## src/rtl/eca_engine.sv

```systemverilog
// Elementary cellular automaton engine: WIDTH-cell row under any Wolfram rule,
// with run/pause, single-step, generation prescaler and generation counter.
module eca_engine #(
  parameter int WIDTH    = 16,
  parameter int TICK_DIV = 1,
  parameter int GEN_W    = 16
) (
  input  logic             clk,
  input  logic             rst,
  input  logic             load,
  input  logic             start_stop,
  input  logic             step,
  input  logic [7:0]       rule,
  input  logic             wrap,
  input  logic [WIDTH-1:0] data,
  output logic [WIDTH-1:0] q,
  output logic             running,
  output logic [GEN_W-1:0] gen_count
);

  localparam int PW = (TICK_DIV > 1) ? $clog2(TICK_DIV) : 1;
  localparam logic [PW-1:0] PRE_LAST = PW'(TICK_DIV - 1);

  typedef enum logic {PAUSE, RUN} state_t;

  state_t           r_state, w_state_nxt;
  logic [WIDTH-1:0] r_q, w_q_nxt;
  logic [GEN_W-1:0] r_gen, w_gen_nxt;
  logic [PW-1:0]    r_pre, w_pre_nxt;
  logic             r_ss_d, r_step_d;

  logic             w_ss_rise, w_step_rise;
  logic [WIDTH+1:0] w_ext;
  logic [WIDTH-1:0] w_evolve;

  assign w_ss_rise   = start_stop & ~r_ss_d;
  assign w_step_rise = step & ~r_step_d;

  // Row padded with its out-of-range neighbours: w_ext[i+1] is cell i
  assign w_ext = {wrap & r_q[0], r_q, wrap & r_q[WIDTH-1]};

  always_comb begin
    w_evolve = '0;
    for (int i = 0; i < WIDTH; i++)
      w_evolve[i] = rule[w_ext[i +: 3]];
  end

  always_ff @(posedge clk or negedge rst) begin
    if (!rst) begin
      r_state  <= PAUSE;
      r_q      <= '0;
      r_gen    <= '0;
      r_pre    <= '0;
      r_ss_d   <= 1'b0;
      r_step_d <= 1'b0;
    end else begin
      r_state  <= w_state_nxt;
      r_q      <= w_q_nxt;
      r_gen    <= w_gen_nxt;
      r_pre    <= w_pre_nxt;
      r_ss_d   <= start_stop;
      r_step_d <= step;
    end
  end

  always_comb begin
    w_state_nxt = r_state;
    w_q_nxt     = r_q;
    w_gen_nxt   = r_gen;
    w_pre_nxt   = r_pre;
    if (load) begin
      w_state_nxt = PAUSE;
      w_q_nxt     = data;
      w_gen_nxt   = '0;
      w_pre_nxt   = '0;
    end else if (w_ss_rise) begin
      w_state_nxt = (r_state == RUN) ? PAUSE : RUN;
      w_pre_nxt   = '0;
    end else if (r_state == RUN) begin
      if (r_pre == PRE_LAST) begin
        w_q_nxt   = w_evolve;
        w_gen_nxt = r_gen + GEN_W'(1);
        w_pre_nxt = '0;
      end else begin
        w_pre_nxt = r_pre + PW'(1);
      end
    end else if (w_step_rise) begin
      w_q_nxt   = w_evolve;
      w_gen_nxt = r_gen + GEN_W'(1);
    end
  end

  assign q         = r_q;
  assign running   = (r_state == RUN);
  assign gen_count = r_gen;

endmodule

```

## config.mk

```make
export PLATFORM = sky130hd
export DESIGN_NAME = eca_engine
export DESIGN_NICKNAME = d
export VERILOG_FILES = /design/src/rtl/eca_engine.sv
export SDC_FILE = /design/constraint.sdc
export NUM_CORES = 1
export LEC_CHECK = 0
export ABC_CLOCK_PERIOD_IN_PS = 1800
export CORE_ASPECT_RATIO = 1.5
export CORE_MARGIN = 2
export CORE_UTILIZATION = 46
export DETAILED_ROUTE_END_ITERATION = 6
export PLACE_DENSITY = 0.78
export SYNTH_ARGS = -nofsm -noshare
export SYNTH_HDL_FRONTEND = slang
export SYNTH_SLANG_ARGS = --single-unit
```

## constraint.sdc

```tcl
create_clock -name clk -period 1.8 [get_ports clk]
set_clock_uncertainty 0.1 [all_clocks]
set_input_delay 0.27 -clock clk [delete_from_list [all_inputs] [get_ports clk]]
set_output_delay 0.27 -clock clk [all_outputs]
set_load 0.02 [all_outputs]
```

==> impl_metrics.py <==
metrics = {
    "status": {
        "status": "finished clean",
    },
    "global_route": {
        "grt.total_usage_pct": 24.3,
        "use_met2_pct": 42.5,
        "met1_usage_pct": 30.5,
        "grt_pass1_vias": 2519,
        "grt-busiest-layer": "met2",
        "grt_max_degree": 49,
        "use_met3_pct": 3.01,
        "antenna_found_initial": 0,
        "grt-ovfl-total": 0,
        "grt_pass1_wl_mm": 12.4,
    },
    "clock_network": {
        "cts-buffers-inserted": 5,
        "path_clk_slew_ns": 0.08,
        "cts_max_path_buffers": 2,
        "htreeDepth": 2,
        "cts_tree": "built",
        "cts_root_buf": "clkbuf_8",
        "clk_latency_ns": 0.29,
        "numClockSinks": 35,
    },
    "sta": {
        "worst_pin_slew_ns": 0.479,
        "fmax_mhz": 567,
        "final-hold-violation-count": 0,
        "setup_viol": 0,
        "rsz0062_at_grt": "no",
        "drv_slew": 0,
        "period_needed_ns": 1.76,
        "slew_headroom_pct": 68.1,
        "period_share_pct": 98.0,
    },
    "critical_path": {
        "critPathLaunchType": "flop",
        "crit_path_top_delay_cell": "clkdlybuf4s50_1",
        "cp.required_ns": 1.43,
        "arrival_ns": 1.39,
        "crit_path_cell_trace": "buf_4 -> clkdlybuf4s50_1",
        "critPathKind": "flop to output port",
        "worstPathMaxFanout": 3,
        "max_stage_delay_ns": 0.59,
        "cp-end-kind": "output port",
    },
    "synthesis": {
        "synth_cell_types": 43,
        "synth_edf_count": 0,
        "ys_warn_count": 0,
        "async_flop_share_pct": 100,
        "synth_top_area_share_pct": 32.8,
        "synth_nets": 286,
        "ys_top_cells_by_area": "dfrtp_1, mux4_2, o31ai_1",
        "seq_area_frac_synth_pct": 32.8,
        "synth_flop_cell": "dfrtp_1",
        "yosysTopAreaCell": "dfrtp_1",
        "syn-cell-area_um2": 2670,
        "avgSynthCellArea_um2": 10.5,
        "syn_inst": 255,
        "synth-seq-cells": 35,
    },
    "place": {
        "portBuffers": 62,
        "gp_congestion": 0.826,
        "dpl.hpwl_mm": 5.14,
    },
    "drt": {
        "postRouteAntennaNets": 0,
        "drt_first_iter_violations": 128,
        "wl_mm": 7.23,
        "routedWlPerCell_um": 17.8,
        "drc_errors": 0,
        "vias": 2475,
        "routed_via_density": 6.08,
        "first_pass_iters": 5,
    },
    "flow_run": {
        "cap_violations": 0,
    },
    "floorplan": {
        "die_x_um": 66.3,
        "row_count": 34,
        "coreArea_um2": 5700,
        "dieHeight_um": 97.4,
        "initial_core_util_pct": 46.9,
        "ioPinCount": 63,
        "die_area_um2": 6450,
    },
    "pwr": {
        "power_uw": 2530,
        "p_per_area_nw_per_um2": 680,
        "vdd_drop_max_mv": 0.339,
        "leakage_uw": 0.00153,
    },
    "finish": {
        "multi_input_area_um2": 1680,
        "layout-drive-gt1-share_pct": 27.8,
        "fillerInstances": 492,
        "final_nets": 365,
        "ff_latch_area_um2": 891,
        "utilization_pct": 65.3,
        "syn_to_final_growth_pct": 39.1,
        "n_antenna_cell": 0,
    },
    "hold_path": {
        "hold_path.class": "input port to flop",
    },
}
cell usage after synthesis (2+ instances only):
| cell | instances |
|---|---|
| dfrtp_1 | 35 |
| and4_1 | 2 |
| mux4_2 | 27 |
| nand2b_1 | 6 |
| and3_1 | 3 |
| nor2b_1 | 4 |
| o211ai_1 | 4 |
| o31ai_1 | 20 |
| nor2_1 | 10 |
| nand3_1 | 7 |
| nand2_1 | 28 |
| xor2_1 | 5 |
| nand4_1 | 4 |
| buf_6 | 3 |
| and2_1 | 3 |
| or4_1 | 6 |
| inv_1 | 4 |
| clkbuf_1 | 14 |
| buf_2 | 4 |
| mux2i_1 | 4 |
| buf_4 | 4 |
| a21oi_1 | 21 |
| nor3b_1 | 13 |
| o21ai_0 | 3 |
| o2111ai_1 | 2 |
| mux2_2 | 2 |
what timing repair did:
item | CTS | global route
resized for setup | 15 | 16
buffers inserted | 0 | 0
endpoints found under the setup margin | 15 | 18
pin swaps | 0 | 1
hold buffers | 0 | 0
cell type report:
cell class                      count  area share [%]
Sequential cell                    35            23.9
Inverter                            4           0.404
Clock buffer                        5            1.85
Multi-Input combinational cell    191            45.1
Clock inverter                      3            1.18
Timing Repair Buffer               97            25.1
Tap cell                           72            2.42
state kept, by name, summed over array words and instances (netlist names):
signal / count
r_step_d: 1
gen_count: 16
r_ss_d: 1
q: 16
running: 1
worst paths after layout:
path	startpoint	end	slack [ns]	cells past startpoint
worst max-delay path	gen_count[1]	gen_count[1]	0.04	2
worst min-delay path	load	gen_count[2]	0.16	2
worst max register to register	gen_count[2]	gen_count[13]	0.11	4
worst min register to register	gen_count[15]	gen_count[15]	0.45	2
max in group asynchronous	rst	q[5]	1.14	2
min in group asynchronous	rst	gen_count[10]	0.25	2
logic make-up (layout without fill, tap and decap cells):
group,Yosys count,after routing,synth area share [%]
AND/OR/NAND/NOR,92,92,19.1
XOR/XNOR,6,6,1.97
flip-flops,35,35,32.8
AO/OA/AOI/OAI,58,58,14.6
buffers and inverters,29,109,5.66
multiplexers,34,34,25.5
adder cells (fa/ha/maj),1,1,0.468
cell usage in the layout, fill, tap and decap left out, types with 9 or more instances in the layout:
master	instances
dlymetal6s2s_1	9
nor3b_1	13
clkdlybuf4s50_1	47
a21oi_1	21
buf_4	32
mux4_2	27
dfrtp_1	23
nand2_1	27
o31ai_1	20
dfrtp_2	12
nor2_1	10
metrics by stage:
step	instances	hold WS (ns)	setup TNS, ns	setup slack (ns)	area [µm²]
after CTS	407	0.151	0	0.000705	3660
after floorplan	255	-0.126	0	0.00766	2680
after detailed placement	399	0.452	-4.97	-0.270	3540
after global routing	407	0.161	0	0.00304	3720
after global placement	399	0.435	-4.16	-0.248	3540
final	407	0.155	0	0.0353	3720
where the power goes:
group / internal (µW) / leakage, µW / switching, µW
Sequential: 846 / 0.000438 / 121
Clock: 413 / 0.0000581 / 322
Combinational: 469 / 0.00104 / 361
critical path, delay by kind of cell (launching register included):
family,cells,cell delay (ns)
buffers and inverters,2,0.72
flip-flops,1,0.39
layer usage:
metal | vias up | routed length [µm]
li1 | 1137 | -
met1 | 1238 | 2690
met2 | 85 | 4150
met3 | 15 | 263
met4 | 0 | 119
met5 | - | 0
Note: power is estimated with default switching activity, not from simulation.
==> RTL edit 1, RTL diff (config.mk and constraints unchanged) <==
Put one more register stage on the output `gen_count`, cleared by the reset. The value now appears one clock later. The other outputs are not delayed to match.
--- a/src/rtl/eca_engine.sv
+++ b/src/rtl/eca_engine.sv
@@ -93,5 +93,11 @@
   assign q         = r_q;
   assign running   = (r_state == RUN);
-  assign gen_count = r_gen;
+  always_ff @(posedge clk or negedge rst) begin
+    if (!rst) begin
+      gen_count <= '0;
+    end else begin
+      gen_count <= r_gen;
+    end
+  end
 
 endmodule
Check against the original RTL: not equivalent (a bounded check fails within 4 cycles, from zero or initial values and one cycle with rst low).
==> RTL edit 1 against the unedited design <==
Count of clock-buffer cells in the layout is the same. Sequential power increased by 32%. Design area grew 17%. Sequential cell count rose by 16. Wire length grew 13%. Total power is 22% higher. Setup slack worse by 0.013 ns. Area after synthesis up 17%.
==> RTL edit 1: results (changes against the unedited design) <==
Clocking
  – H-tree Lvls: 2 (unchanged)
  – Clock root buffer: clkbuf_8
  – Clock transition at path regs: 0.10 ns (+0.02 ns)
  – CTS max path bufs: 2 (unchanged)

GRT
  – Global-route wire length before repair: 13.7 mm (+11%)
  – Antenna violations before repair: 0 (unchanged)
  – Pin count of the biggest net entering global routing: 52 (+6.1%)
  – All-layer global routing usage: 22.6% (-1.7 points)
  – Vias in the first global route: 2874 (+14%)

Route
  – DR vias/cell: 6.05 (-0.54%)
  – Drt first pass iters: 4 (-1)
  – Met2 wire len: 4.54 mm (+9.3%)
  – Metal3 WL: 319 µm (+21%)
  – DR iter-0 viols: 204 (+59%)
  – Routed length per placed instance: 17.8 µm (+0.32%)
  – Metal-1 WL: 3.13 mm (+16%)
  – Post-route ant nets: 0 (unchanged)

Worst setup path
  – Worst Reg-to-Reg Cells: 5 (+1)
  – Reg2reg start: q[1]
  – Worst Path Arrival: 1.87 ns (+0.48 ns)
  – Critical path origin: rule[0]
  – Crit path capture: q[13]
  – CP Max Fanout: 15 (+12)
  – Reg2reg setup slack: 0.05 ns (-0.06 ns)
  – RR Endpoint: q[1]

Place
  – Final GP Congestion: 0.888 (+7.6%)
  – Placed insts: 442 (+11%)
  – Post-Place Setup Slack: -0.401 ns (-0.131 ns)
  – Post-detail-place hpwl: 5.81 mm (+13%)
  – IO buf count: 62 (unchanged)
  – Placed Instance Area: 4140 µm² (+17%)

STA
  – Tcrit/Tclk final: 98.8% (+0.73 points)
  – Least-Margin Pin Slew: 0.458 ns (-0.0212 ns)

Pwr
  – Net Sw Frac: 30.2% (-1.6 points)
  – Pleak: 1.83 nW (+20%)
  – Maximum vdd drop: 0.484 mV (+43%)

Synth
  – Syn nets: 316 (+10%)
  – Distinct cells, synth: 36 (-16%)
  – Post-Synthesis Cells: 285 (+12%)
  – Synth async-reset ratio: 100% (unchanged)
  – Ranking of synthesized cells by area: dfrtp_1 (41%), mux4_2 (20%), o31ai_1 (4.8%), nor2b_1 (3.8%), a211oi_1 (3.1%)
  – Seq/Total Area, Yosys: 40.9% (+8.2 points)
  – Most instantiated cells after synthesis: dfrtp_1 (51), mux4_2 (28), nand2_1 (23), clkbuf_1 (22), o31ai_1 (20)

Run status
  – Outcome: finished, final reports clean

Cells and area
  – Final non-filler cell total: 457 (+12%)
  – Fin nets: 411 (+13%)
  – Fillcell total: 493 (+0.20%)
  – Share of cells above drive strength 1: 30.4% (+2.7 points)

Hold path
  – Hold Crit Class: primary input to flop
-- RTL edit 1: changes by cell type in the layout (fill, tap and decap cells not counted), sizes merged, moves of 5 or more --
| cell | delta |
|---|---|
| a211oi | +12 |
| nor2b | +14 |
| dfrtp | +16 |
| nand2b | -5 |
| nor3b | -13 |
| nor2 | +5 |
| nand2 | -5 |
| or3 | +5 |
| dlymetal6s2s | -6 |
| dlygate4sd2 | +7 |
| buf | +25 |
| xor2 | -5 |
-- RTL edit 1: worst min path at each step --
stage	to	cells after the start	start
global route	r_step_d	1	step
finish	r_step_d	1	step
detailed placement	q[0]	2	rst
global placement	q[0]	2	rst
CTS	gen_count[15]	0	r_gen[15]
floorplan	gen_count[0]	0	rst
-- RTL edit 1: cell families after synthesis --
| group | share of synthesized area [%] |
|---|---|
| compound gates | 14.7 |
| fa+ha+maj | 0.401 |
| mux | 22.5 |
| xor+xnor | 0.562 |
| flops | 40.9 |
| simple gates | 15.4 |
| buf+inv | 5.54 |
-- RTL edit 1: per-stage QoR --
step	utilization, %	TNS [ns]	hold WS, ns
finish	66.8	0	0.0502
floorplan	-	0	-0.126
global route	66.8	0	0.0287
detailed placement	63.4	-9.12	0.185
global placement	63.4	-7.36	0.175
CTS	65.6	0	0.310
-- RTL edit 1: per-layer routing --
layer  vias to the layer above  track usage [%]
met3                        14             2.60
met1                      1393             28.3
met5                         -                0
met4                         0             6.33
li1                       1266                -
met2                        91             40.5
-- RTL edit 1: power groups by stage --
stage | logic [mW] | registers (mW) | clock network (mW)
finish | 0.973 | 1.28 | 0.835
global route | 1.04 | 1.30 | 0.894
CTS | 0.946 | 1.28 | 0.849
detailed placement | 0.949 | 1.31 | 0
global placement | 0.923 | 1.31 | 0
floorplan | 0.530 | 1.32 | 0
-- RTL edit 1: final cells by class --
class,instances,area share (%)
multi-input combinational,194,39.5
sequential,51,29.3
timing repair buffer,123,25.9
tap,76,2.18
clock buffer,5,1.58
clock inverter,3,1.06
inverter,5,0.430
-- RTL edit 1: critical path: stages --
cell	delay, ns
clkdlybuf4s50_1	0.45
buf_12	0.17
mux4_2	0.43
nor2b_1	0.14
a211oi_1	0.28
o31ai_1	0.12
-- RTL edit 1: repair_timing --
| action | in CTS | in global routing |
|---|---|---|
| cloned | 0 | 0 |
| hold endpoints to repair | 51 | 0 |
| resized for setup | 16 | 14 |
| hold buffers | 1 | 0 |
| pin swaps | 1 | 4 |
| endpoints found under the setup margin | 24 | 20 |
| buffers inserted | 3 | 3 |
==> RTL edit 2, RTL diff (config.mk and constraints unchanged) <==
Without the edit above. Change the parameter `WIDTH` from 16 to 32.
--- a/src/rtl/eca_engine.sv
+++ b/src/rtl/eca_engine.sv
@@ -2,5 +2,5 @@
 // with run/pause, single-step, generation prescaler and generation counter.
 module eca_engine #(
-  parameter int WIDTH    = 16,
+  parameter int WIDTH    = 32,
   parameter int TICK_DIV = 1,
   parameter int GEN_W    = 16
Interface: changed (resized data and q); port bits go from 63 to 95. The function was not compared with the original's and may differ.
==> RTL edit 2 against the unedited design <==
Design area rose by 69%. Sequential share of layout area fell by 3.5 points. Sequential power rose by 48%. Setup slack got worse by 0.0076 ns. Total power rose by 69%. Sequential cell count rose by 16. Die area rose by 65%. Area after synthesis rose by 69%. Wire length rose by 92%.
==> RTL edit 2: results (changes against the unedited design) <==
Cells and area
  – Final non-filler cell total: 653 (+60%)
  – Share of cells above drive strength 1: 32.5% (+4.8 points)
  – Fillcell total: 711 (+45%)
  – Core Util, Final: 65.3% (about the same)
  – Fin nets: 584 (+60%)
  – Diode count: 0 (unchanged)

Place
  – Placed Instance Area: 5840 µm² (+65%)
  – Post-detail-place hpwl: 8.58 mm (+67%)
  – Final GP Congestion: 0.854 (+3.4%)
  – Placed insts: 637 (+60%)
  – Post-Place Setup Slack: -0.395 ns (-0.124 ns)

Synth
  – Avg Cell Area, Syn: 10.4 µm² (-1.0%)
  – Seq/Total Area, Yosys: 28.2% (-4.5 points)
  – Most instantiated cells after synthesis: mux4_2 (55), dfrtp_1 (51), nand2_1 (40), nor2_1 (37), nor2b_1 (35)
  – Ranking of synthesized cells by area: dfrtp_1 (28%), mux4_2 (27%), o31ai_1 (5.5%), a211oi_1 (5.0%), nor2b_1 (4.8%)
  – Distinct cells, synth: 44 (+2.3%)
  – Syn nets: 483 (+69%)

Worst setup path
  – RR Endpoint: q[2]
  – Reg2reg start: q[1]
  – Reg2reg setup slack: 0.06 ns (-0.05 ns)
  – CP Max Fanout: 14 (+11)
  – Worst Path Arrival: 1.84 ns (+0.45 ns)
  – Crit path capture: q[22]
  – Critical path origin: rule[7]

STA
  – Least-Margin Pin Slew: 0.503 ns (+0.0241 ns)
  – Max Fclk: 0.564 GHz (-0.43%)

Clocking
  – Worst skew pair latency: 0.31 ns (+0.02 ns)
  – Clock root buffer: clkbuf_16

Route
  – Routed length per placed instance: 21.2 µm (+19%)
  – DR iter-0 viols: 344 (+170%)
  – Drt first pass iters: 4 (-1)
  – Via count: 4277 (+73%)

Pwr
  – Maximum vdd drop: 0.774 mV (+130%)
  – Pint: 2.77 mW (+61%)
  – Pleak: 2.64 nW (+72%)

GRT
  – All-layer global routing usage: 24.1% (-0.18 points)
  – Global-route wire length before repair: 20.9 mm (+69%)
  – Pin count of the biggest net entering global routing: 83 (+69%)

Run status
  – Outcome: finished, final reports clean
==> RTL edit 2: metal layers <==
layer	track usage, %	routed length [µm]	up-vias
met5	0	0	-
met4	7.10	327	0
met3	4.03	1070	34
met2	41.0	7160	232
met1	31.4	5290	2147
li1	-	-	1864
==> RTL edit 2: area by class of cell <==
| cell class | count | share of cell area (%) |
|---|---|---|
| sequential | 51 | 20.4 |
| multi-input combinational | 310 | 47.9 |
| tap | 115 | 2.29 |
| timing repair buffer | 167 | 26.8 |
| clock buffer | 5 | 1.99 |
| clock inverter | 3 | 0.398 |
| inverter | 2 | 0.119 |
==> RTL edit 2: cell families after synthesis <==
logic type                 synth area share [%]
AOI/OAI and AO/OA                          15.8
xor gates and xnor gates                   1.36
adders and majority gates                 0.277
buffers and inverters                      7.52
DFF                                        28.2
muxes                                      31.9
and+or+nand+nor                            15.0
==> RTL edit 2: per-stage QoR <==
| stage | total power, mW | hold WS [ns] |
|---|---|---|
| CTS | 4.22 | 0.349 |
| finish | 4.27 | 0.350 |
| floorplan | 2.55 | -0.126 |
| global placement | 3.13 | 0.150 |
| detailed placement | 3.19 | 0.165 |
| global route | 4.47 | 0.356 |
==> RTL edit 2: worst max-delay path: stages <==
cell and delay (ns):
clkdlybuf4s50_1 0.50, buf_6 0.19, mux4_2 0.49, a211oi_2 0.28, o31ai_1 0.11
==> RTL edit 2: what timing repair did <==
action / in CTS / in global routing
endpoints found under the hold margin: 19 / 0
buffers inserted: 0 / 1
setup endpoints to repair: 53 / 38
hold buffers: 1 / 0
cloned: 1 / 5
gates resized for setup: 46 / 33
pin swaps: 0 / 0
==> RTL edit 2: how the worst min path moves through the flow <==
stage | end | cells past startpoint | startpoint | slack (ns)
after floorplan | gen_count[0] | 0 | rst | -0.13
after global placement | gen_count[5] | 1 | rst | 0.15
after detailed placement | gen_count[5] | 1 | rst | 0.16
after CTS | r_step_d | 1 | step | 0.35
after global routing | r_step_d | 1 | step | 0.36
final | r_step_d | 1 | step | 0.35
==> RTL edit 2: power groups by stage <==
| stage | clock, mW | combinational, mW | sequential, mW |
|---|---|---|---|
| 4_1_cts | 1.05 | 1.74 | 1.42 |
| 6_report | 1.03 | 1.82 | 1.43 |
| 2_1_floorplan | 0 | 1.09 | 1.45 |
| 3_5_place_dp | 0 | 1.75 | 1.44 |
| 3_3_place_gp | 0 | 1.70 | 1.43 |
| 5_1_grt | 1.08 | 1.93 | 1.45 |
